## config.mk

```make
export PLATFORM = sky130hd
export DESIGN_NAME = matrix_icon_scanner_flat
export DESIGN_NICKNAME = d
export VERILOG_FILES = /design/src/rtl/matrix_icon_scanner_pkg.sv /design/src/rtl/matrix_icon_scanner_if.sv /design/src/rtl/matrix_icon_scanner_icon_rom.sv /design/src/rtl/matrix_icon_scanner.sv /design/src/flat_wrapper.sv
export SDC_FILE = /design/constraint.sdc
export NUM_CORES = 1
export LEC_CHECK = 0
export CELL_PAD_IN_SITES_DETAIL_PLACEMENT = 0
export CELL_PAD_IN_SITES_GLOBAL_PLACEMENT = 1
export CORE_ASPECT_RATIO = 1.4
export CORE_MARGIN = 5
export CORE_UTILIZATION = 40
export DETAILED_ROUTE_END_ITERATION = 8
export GPL_ROUTABILITY_DRIVEN = 0
export PLACE_DENSITY_LB_ADDON = 0.1
export SYNTH_ARGS = -nofsm -noshare
export SYNTH_HDL_FRONTEND = slang
export SYNTH_SLANG_ARGS = --single-unit
```

## constraint.sdc

```tcl
create_clock -name clk -period 8.1 [get_ports clk]
set_input_delay 2.025 -clock clk [delete_from_list [all_inputs] [get_ports clk]]
set_output_delay 2.025 -clock clk [all_outputs]
set_load 0.005 [all_outputs]
```

## src/rtl/matrix_icon_scanner_pkg.sv

```systemverilog
// Shared encodings, FSM state type, level thresholds and default 8x5 mode bitmaps
// for the LED matrix icon scanner.
package matrix_icon_scanner_pkg;

    typedef enum logic [1:0] {
        NIVEL_CRITICO = 2'd0,
        NIVEL_BAIXO   = 2'd1,
        NIVEL_MEDIO   = 2'd2,
        NIVEL_ALTO    = 2'd3
    } nivel_e;

    typedef enum logic [1:0] {
        MODO_NONE        = 2'd0,
        MODO_ASPERSAO    = 2'd1,
        MODO_GOTEJAMENTO = 2'd2,
        MODO_RESERVED    = 2'd3
    } modo_e;

    typedef enum logic [1:0] {
        ST_IDLE,
        ST_SHOW_LEVEL,
        ST_SHOW_MODE
    } state_e;

    // Level icons share their low bits with nivel_e so the id is {0, nivel}.
    typedef enum logic [2:0] {
        ICON_CRITICO     = 3'd0,
        ICON_BAIXO       = 3'd1,
        ICON_MEDIO       = 3'd2,
        ICON_ALTO        = 3'd3,
        ICON_ASPERSAO    = 3'd4,
        ICON_GOTEJAMENTO = 3'd5,
        ICON_BLANK       = 3'd6
    } icon_e;

    // Rows counted back from the bottom row at which the interior fill starts.
    localparam int THR_OFS_CRITICO = 1;
    localparam int THR_OFS_BAIXO   = 3;
    localparam int THR_OFS_MEDIO   = 5;

    localparam int BMP_ROWS = 8;
    localparam int BMP_COLS = 5;

    // Packed as {row7, ..., row0}; bit c of a row is column c.
    localparam logic [BMP_ROWS-1:0][BMP_COLS-1:0] BMP_ASPERSAO = {
        5'b00100, 5'b00100, 5'b10101, 5'b01110,
        5'b11111, 5'b01110, 5'b10101, 5'b00100
    };

    localparam logic [BMP_ROWS-1:0][BMP_COLS-1:0] BMP_GOTEJAMENTO = {
        5'b00000, 5'b01110, 5'b11111, 5'b11111,
        5'b01110, 5'b01110, 5'b00100, 5'b00100
    };

    function automatic int level_threshold(input nivel_e lvl, input int num_rows);
        case (lvl)
            NIVEL_CRITICO: return num_rows - THR_OFS_CRITICO;
            NIVEL_BAIXO:   return num_rows - THR_OFS_BAIXO;
            NIVEL_MEDIO:   return num_rows - THR_OFS_MEDIO;
            default:       return 0;
        endcase
    endfunction

    function automatic logic mode_has_icon(input modo_e m);
        return (m == MODO_ASPERSAO) || (m == MODO_GOTEJAMENTO);
    endfunction

endpackage

```

## src/rtl/matrix_icon_scanner_if.sv

```systemverilog
// Control inputs and matrix drive outputs of the icon scanner.
interface matrix_icon_scanner_if
    import matrix_icon_scanner_pkg::*;
#(
    parameter int NUM_ROWS = 8,
    parameter int NUM_COLS = 5
) ();
    logic                        enable;
    nivel_e                      nivel;
    modo_e                       modo;
    logic [NUM_ROWS-1:0]         row_sel;
    logic [NUM_COLS-1:0]         col_data;
    logic [$clog2(NUM_ROWS)-1:0] row_idx;
    logic                        frame_start;
    logic                        showing_mode;

    modport master (
        output enable, nivel, modo,
        input  row_sel, col_data, row_idx, frame_start, showing_mode
    );

    modport slave (
        input  enable, nivel, modo,
        output row_sel, col_data, row_idx, frame_start, showing_mode
    );
endinterface

```

## src/rtl/matrix_icon_scanner_icon_rom.sv

```systemverilog
// Combinational icon bitmap lookup: icon id and row -> column pattern.
module icon_rom
    import matrix_icon_scanner_pkg::*;
#(
    parameter int NUM_ROWS = 8,
    parameter int NUM_COLS = 5
) (
    input  icon_e                       icon,
    input  logic [$clog2(NUM_ROWS)-1:0] row,
    output logic [NUM_COLS-1:0]         cols
);
    localparam int MAP_ROWS = (NUM_ROWS < BMP_ROWS) ? NUM_ROWS : BMP_ROWS;
    localparam int MAP_COLS = (NUM_COLS < BMP_COLS) ? NUM_COLS : BMP_COLS;

    logic [BMP_COLS-1:0] bmp_row;
    int                  thr;

    // Level icons are a frame with an interior fill from the threshold row down;
    // mode icons come from the package bitmaps, clipped to the matrix size.
    always_comb begin
        cols    = '0;
        bmp_row = '0;
        thr     = 0;
        if (int'(row) < MAP_ROWS) begin
            if (icon == ICON_ASPERSAO)
                bmp_row = BMP_ASPERSAO[row[2:0]];
            else if (icon == ICON_GOTEJAMENTO)
                bmp_row = BMP_GOTEJAMENTO[row[2:0]];
        end
        case (icon)
            ICON_CRITICO, ICON_BAIXO, ICON_MEDIO, ICON_ALTO: begin
                thr = level_threshold(nivel_e'(icon[1:0]), NUM_ROWS);
                for (int c = 0; c < NUM_COLS; c++)
                    cols[c] = (c == 0) || (c == NUM_COLS - 1) || (int'(row) >= thr);
            end
            ICON_ASPERSAO, ICON_GOTEJAMENTO: begin
                for (int c = 0; c < MAP_COLS; c++)
                    cols[c] = bmp_row[c];
            end
            default: cols = '0;
        endcase
    end
endmodule

```

## src/rtl/matrix_icon_scanner.sv

```systemverilog
// Row-multiplexed LED matrix scanner showing a tank level icon that alternates
// with an irrigation mode icon, with a blinking critical level.
//
// state         | meaning
// ST_IDLE       | display dark, all counters held at 0
// ST_SHOW_LEVEL | scanning the level icon (blanked on odd blink phase when critico)
// ST_SHOW_MODE  | scanning the aspersao / gotejamento icon
module matrix_icon_scanner
    import matrix_icon_scanner_pkg::*;
#(
    parameter int NUM_ROWS     = 8,
    parameter int NUM_COLS     = 5,
    parameter int SCAN_DIV     = 1000,
    parameter int ALT_FRAMES   = 50,
    parameter int BLINK_FRAMES = 25
) (
    input logic                   clk,
    input logic                   reset,
    matrix_icon_scanner_if.slave  bus
);
    localparam int ROW_W   = $clog2(NUM_ROWS);
    localparam int PRESC_W = (SCAN_DIV > 1) ? $clog2(SCAN_DIV) : 1;
    localparam int FRAME_W = (ALT_FRAMES > 1) ? $clog2(ALT_FRAMES) : 1;
    localparam int BLINK_W = (BLINK_FRAMES > 1) ? $clog2(BLINK_FRAMES) : 1;

    state_e              state, nxt_state;
    nivel_e              nivel_s, nxt_nivel;
    modo_e               modo_s, nxt_modo;
    logic [PRESC_W-1:0]  presc;
    logic [ROW_W-1:0]    row_cnt, nxt_row;
    logic [FRAME_W-1:0]  frame_cnt, nxt_frame_cnt;
    logic [BLINK_W-1:0]  blink_cnt, nxt_blink_cnt;
    logic                blink_phase, nxt_phase;
    logic                row_tick, frame_wrap, alt_done;
    icon_e               icon;
    logic [NUM_COLS-1:0] icon_cols;
    logic [NUM_ROWS-1:0] row_sel_q;
    logic [NUM_COLS-1:0] col_data_q;
    logic                frame_start_q, showing_mode_q;

    // Next displayed view: row, sampled inputs, state and blink phase after this edge.
    always_comb begin
        row_tick      = (presc == PRESC_W'(SCAN_DIV - 1));
        frame_wrap    = (state != ST_IDLE) && row_tick && (row_cnt == ROW_W'(NUM_ROWS - 1));
        alt_done      = (frame_cnt == FRAME_W'(ALT_FRAMES - 1));
        nxt_state     = state;
        nxt_nivel     = nivel_s;
        nxt_modo      = modo_s;
        nxt_phase     = blink_phase;
        nxt_row       = row_cnt + ROW_W'(1);
        nxt_frame_cnt = frame_cnt;
        nxt_blink_cnt = blink_cnt;
        if (state == ST_IDLE) begin
            nxt_state     = ST_SHOW_LEVEL;
            nxt_nivel     = bus.nivel;
            nxt_modo      = bus.modo;
            nxt_phase     = 1'b0;
            nxt_row       = '0;
            nxt_frame_cnt = '0;
            nxt_blink_cnt = '0;
        end else if (frame_wrap) begin
            nxt_nivel = bus.nivel;
            nxt_modo  = bus.modo;
            nxt_row   = '0;
            case (state)
                ST_SHOW_LEVEL: if (alt_done && mode_has_icon(nxt_modo)) nxt_state = ST_SHOW_MODE;
                ST_SHOW_MODE:  if (alt_done || !mode_has_icon(nxt_modo)) nxt_state = ST_SHOW_LEVEL;
                default:       nxt_state = state;
            endcase
            nxt_frame_cnt = (nxt_state != state || alt_done) ? '0 : frame_cnt + FRAME_W'(1);
            if (nxt_nivel != NIVEL_CRITICO) begin
                nxt_phase     = 1'b0;
                nxt_blink_cnt = '0;
            end else if (blink_cnt == BLINK_W'(BLINK_FRAMES - 1)) begin
                nxt_phase     = ~blink_phase;
                nxt_blink_cnt = '0;
            end else begin
                nxt_blink_cnt = blink_cnt + BLINK_W'(1);
            end
        end
    end

    // Icon to show for the next view; a critico level on the odd blink phase goes dark.
    always_comb begin
        icon = ICON_BLANK;
        if (nxt_state == ST_SHOW_MODE) begin
            if (nxt_modo == MODO_ASPERSAO)
                icon = ICON_ASPERSAO;
            else if (nxt_modo == MODO_GOTEJAMENTO)
                icon = ICON_GOTEJAMENTO;
        end else if (!(nxt_nivel == NIVEL_CRITICO && nxt_phase)) begin
            icon = icon_e'({1'b0, nxt_nivel});
        end
    end

    icon_rom #(
        .NUM_ROWS (NUM_ROWS),
        .NUM_COLS (NUM_COLS)
    ) u_icon_rom (
        .icon (icon),
        .row  (nxt_row),
        .cols (icon_cols)
    );

    // FSM, counters and registered matrix drive; all outputs change on the same edge.
    always_ff @(posedge clk) begin
        if (reset || !bus.enable) begin
            state          <= ST_IDLE;
            nivel_s        <= NIVEL_CRITICO;
            modo_s         <= MODO_NONE;
            presc          <= '0;
            row_cnt        <= '0;
            frame_cnt      <= '0;
            blink_cnt      <= '0;
            blink_phase    <= 1'b0;
            row_sel_q      <= '0;
            col_data_q     <= '0;
            frame_start_q  <= 1'b0;
            showing_mode_q <= 1'b0;
        end else begin
            presc         <= (state == ST_IDLE || row_tick) ? '0 : presc + PRESC_W'(1);
            frame_start_q <= frame_wrap;
            if (state == ST_IDLE || row_tick) begin
                state          <= nxt_state;
                nivel_s        <= nxt_nivel;
                modo_s         <= nxt_modo;
                blink_phase    <= nxt_phase;
                frame_cnt      <= nxt_frame_cnt;
                blink_cnt      <= nxt_blink_cnt;
                row_cnt        <= nxt_row;
                row_sel_q      <= NUM_ROWS'(1) << nxt_row;
                col_data_q     <= icon_cols;
                showing_mode_q <= (nxt_state == ST_SHOW_MODE);
            end
        end
    end

    assign bus.row_sel      = row_sel_q;
    assign bus.col_data     = col_data_q;
    assign bus.row_idx      = row_cnt;
    assign bus.frame_start  = frame_start_q;
    assign bus.showing_mode = showing_mode_q;

endmodule
```

## src/flat_wrapper.sv

```systemverilog
// flat-port wrapper written by rule: the top's interface ports become plain ports
module matrix_icon_scanner_flat import matrix_icon_scanner_pkg::*;
#(
    parameter int NUM_ROWS     = 8,
    parameter int NUM_COLS     = 5,
    parameter int SCAN_DIV     = 1000,
    parameter int ALT_FRAMES   = 50,
    parameter int BLINK_FRAMES = 25
)
  (clk, reset, bus_enable, bus_nivel, bus_modo, bus_row_sel, bus_col_data, bus_row_idx, bus_frame_start, bus_showing_mode);
  matrix_icon_scanner_if #(.NUM_ROWS(NUM_ROWS), .NUM_COLS(NUM_COLS)) bus_i ();
  input logic clk;
  input logic reset;
  input wire logic [$bits(bus_i.enable)-1:0] bus_enable;
  input wire logic [$bits(bus_i.nivel)-1:0] bus_nivel;
  input wire logic [$bits(bus_i.modo)-1:0] bus_modo;
  output wire logic [$bits(bus_i.row_sel)-1:0] bus_row_sel;
  output wire logic [$bits(bus_i.col_data)-1:0] bus_col_data;
  output wire logic [$bits(bus_i.row_idx)-1:0] bus_row_idx;
  output wire logic [$bits(bus_i.frame_start)-1:0] bus_frame_start;
  output wire logic [$bits(bus_i.showing_mode)-1:0] bus_showing_mode;
  assign bus_i.enable = bus_enable;
  assign bus_i.nivel = bus_nivel;
  assign bus_i.modo = bus_modo;
  assign bus_row_sel = bus_i.row_sel;
  assign bus_col_data = bus_i.col_data;
  assign bus_row_idx = bus_i.row_idx;
  assign bus_frame_start = bus_i.frame_start;
  assign bus_showing_mode = bus_i.showing_mode;
  matrix_icon_scanner #(.NUM_ROWS(NUM_ROWS), .NUM_COLS(NUM_COLS), .SCAN_DIV(SCAN_DIV), .ALT_FRAMES(ALT_FRAMES), .BLINK_FRAMES(BLINK_FRAMES)) u_core (.clk(clk), .reset(reset), .bus(bus_i));
endmodule
```

==> results.json <==
{
  "status": "finished clean",
  "yosysWarnings": 0,
  "critPathRequiredTime_ns": 8.29,
  "seq_area_frac_synth": 0.370,
  "hold_slack_ns": 0.441,
  "cts_root_buf": "clkbuf_8",
  "fp.dieW_um": 75.2,
  "num_rows": 33,
  "path_class": "in -> reg",
  "viasPerCell": 5.32,
  "synth_area_um2": 2380,
  "syn_avg_cell_area_um2": 8.88,
  "ir_drop_v": 0.0000792,
  "synth_ff_type": "dfxtp_1",
  "areaGrowthSynthToFinish_pct": 15.8,
  "syn_inst": 268,
  "clkSinkCount": 44,
  "fmax_mhz": 210,
  "path_max_fanout": 4,
  "synth_edf_count": 0,
  "yosysUniqueCellTypes": 58,
  "grt_pass1_vias": 1880,
  "drc": 0,
  "cp-end-kind": "flop",
  "place.port_buffers": 24,
  "path_clk_slew_ns": 0.08,
  "cts_tree": "built",
  "dpl_cell_area_um2": 2660,
  "post_cts_resized": 0,
  "finClkSkew_ns": 0.00331,
  "hold_violations": 0,
  "io_pins": 25,
  "grt-ovfl-total": 0,
  "dr.first_iter.drc_count": 75,
  "hp-class": "reg -> reg",
  "setup-violations-final": 0,
  "final_cell_area_um2": 2760,
  "p_leak_nw": 1.13,
  "numCtsBuffers": 5,
  "period_share": 0.589,
  "final_common_cell": "dfxtp_1",
  "post_cts_buffers": 0,
  "grt_antenna_before_repair": 0,
  "layout-drive-gt1-share": 0.0825,
  "critPathLaunchType": "input port",
  "die_area_um2": 7620,
  "postCtsHoldBufs": 0,
  "htree_levels": 2,
  "worst_pin_slew_ns": 0.674,
  "wl_per_cell_um": 14.7,
  "drv_cap": 0,
  "wl_um": 5290,
  "r2r_setup_slack_ns": 4.52,
  "postRouteAntennaNets": 0,
  "nets": 312,
  "ys_ff_latch": 44,
  "grt_max_degree": 17,
  "hpwl_um": 4050,
  "ys_async_sr_fraction": 0,
  "fillers": 561,
  "p_per_area_nw_per_um2": 147,
  "vias": 1922,
  "die_h_um": 101,
  "start_util": 0.409,
  "diodes": 0,
  "grt_pass1_wl_um": 9080,
  "syn_nets": 289,
  "grt_use_total": 0.153,
  "grt_setup_unrepaired": "false",
  "clockBufferDepth": 2,
  "clk_latency_ns": 0.29,
  "tns_ns": 0,
  "timing.slew.headroom": 0.546,
  "slew_violations": 0,
  "period_minus_slack_ns": 4.77,
  "mostFrequentLayoutCells": "44 x dfxtp_1, 34 x nand2_1, 27 x nor2_1, 24 x clkdlybuf4s50_1, 14 x ha_1",
  "core_area_um2": 5820,
  "arrival_ns": 4.96,
  "dr.pass1.iters": 4
}
==> critical path: stages <==
cell	delay [ns]
clkdlybuf4s50_1	0.53
xor2_1	0.25
o21ai_0	0.17
a31o_2	0.29
nor4_4	0.30
o21ai_2	0.15
mux2i_1	0.15
ha_1	0.28
nand2b_1	0.14
a21oi_1	0.14
nor2b_1	0.06
o22ai_1	0.12
a211oi_1	0.08
a221o_1	0.27
==> metal layers <==
| metal | vias to the layer above | GRT usage | wire length (um) |
|---|---|---|---|
| met3 | 9 | 0.0298 | 171 |
| met5 | - | 0 | 0 |
| li1 | 997 | - | - |
| met2 | 34 | 0.258 | 2710 |
| met1 | 882 | 0.186 | 2300 |
| met4 | 0 | 0.0686 | 114 |
==> through the flow <==
step	cells	util	setup slack [ns]	power (mW)
2_1_floorplan	268	-	3.75	0.248
4_1_cts	361	0.473	3.33	0.411
5_1_grt	361	0.473	3.12	0.425
6_report	361	0.473	3.33	0.405
3_5_place_dp	354	0.457	3.04	0.260
3_3_place_gp	354	0.457	3.07	0.260
==> worst paths after layout <==
path	start	endpoint	cells past startpoint
setup reg to reg	u_core.state[0]	u_core.bus.col_data[3]	15
hold / removal	u_core.bus.row_sel[5]	u_core.bus.row_sel[5]	2
setup / recovery	bus_modo[0]	u_core.bus.col_data[3]	14
hold reg to reg	u_core.bus.row_sel[5]	u_core.bus.row_sel[5]	2
==> flip-flops by register name, summed over array words and instances, names as in the netlist <==
name and count:
u_core.bus.col_data 3, u_core.presc 10, u_core.bus.showing_mode 1, u_core.bus.row_sel 8, u_core.bus.frame_start 1, u_core.state 2
u_core.nivel_s 2, u_core.modo_s 2, u_core.frame_cnt 6, u_core.blink_cnt 5, u_core.blink_phase 1, u_core.bus.row_idx 3
==> report_power, final <==
| part | internal [mW] | total [mW] | switching [mW] | leakage (nW) |
|---|---|---|---|---|
| logic | 0.0151 | 0.0346 | 0.0195 | 0.719 |
| registers | 0.219 | 0.220 | 0.00184 | 0.356 |
| clock network | 0.0761 | 0.150 | 0.0742 | 0.0503 |
| total | 0.310 | 0.405 | 0.0956 | 1.13 |
==> final cells by class <==
type | count | area, um2 | share of cell area
Inverter | 11 | 41.3 | 0.0150
Timing Repair Buffer | 26 | 255 | 0.0926
Tap cell | 70 | 87.6 | 0.0318
Clock buffer | 7 | 96.3 | 0.0350
Multi-Input combinational cell | 203 | 1400 | 0.506
Sequential cell | 44 | 881 | 0.320
==> cells by family after synthesis <==
kind of cell	Yosys count	share of synthesized area
AO/OA/AOI/OAI	57	0.168
flip-flops	44	0.370
XOR/XNOR	16	0.0589
buffers and inverters	21	0.0441
AND/OR/NAND/NOR	109	0.254
multiplexers	7	0.0315
adder cells (fa/ha/maj)	14	0.0736
==> cells in the mapped netlist (4+ instances only) <==
cell type	count	area share
a21oi_1	9	0.019
a32o_1	4	0.017
clkbuf_1	5	0.0079
mux2i_1	6	0.025
o31ai_1	5	0.016
and3_1	4	0.011
and2_1	4	0.011
xor2_1	11	0.040
inv_1	11	0.017
nand3_1	11	0.023
xnor2_1	5	0.018
dfxtp_1	44	0.37
nand2_1	34	0.054
ha_1	14	0.074
nor2_1	27	0.043
o21ai_0	13	0.027
nand4_1	4	0.011
No activity file was read; power rests on OpenSTA's default activity.
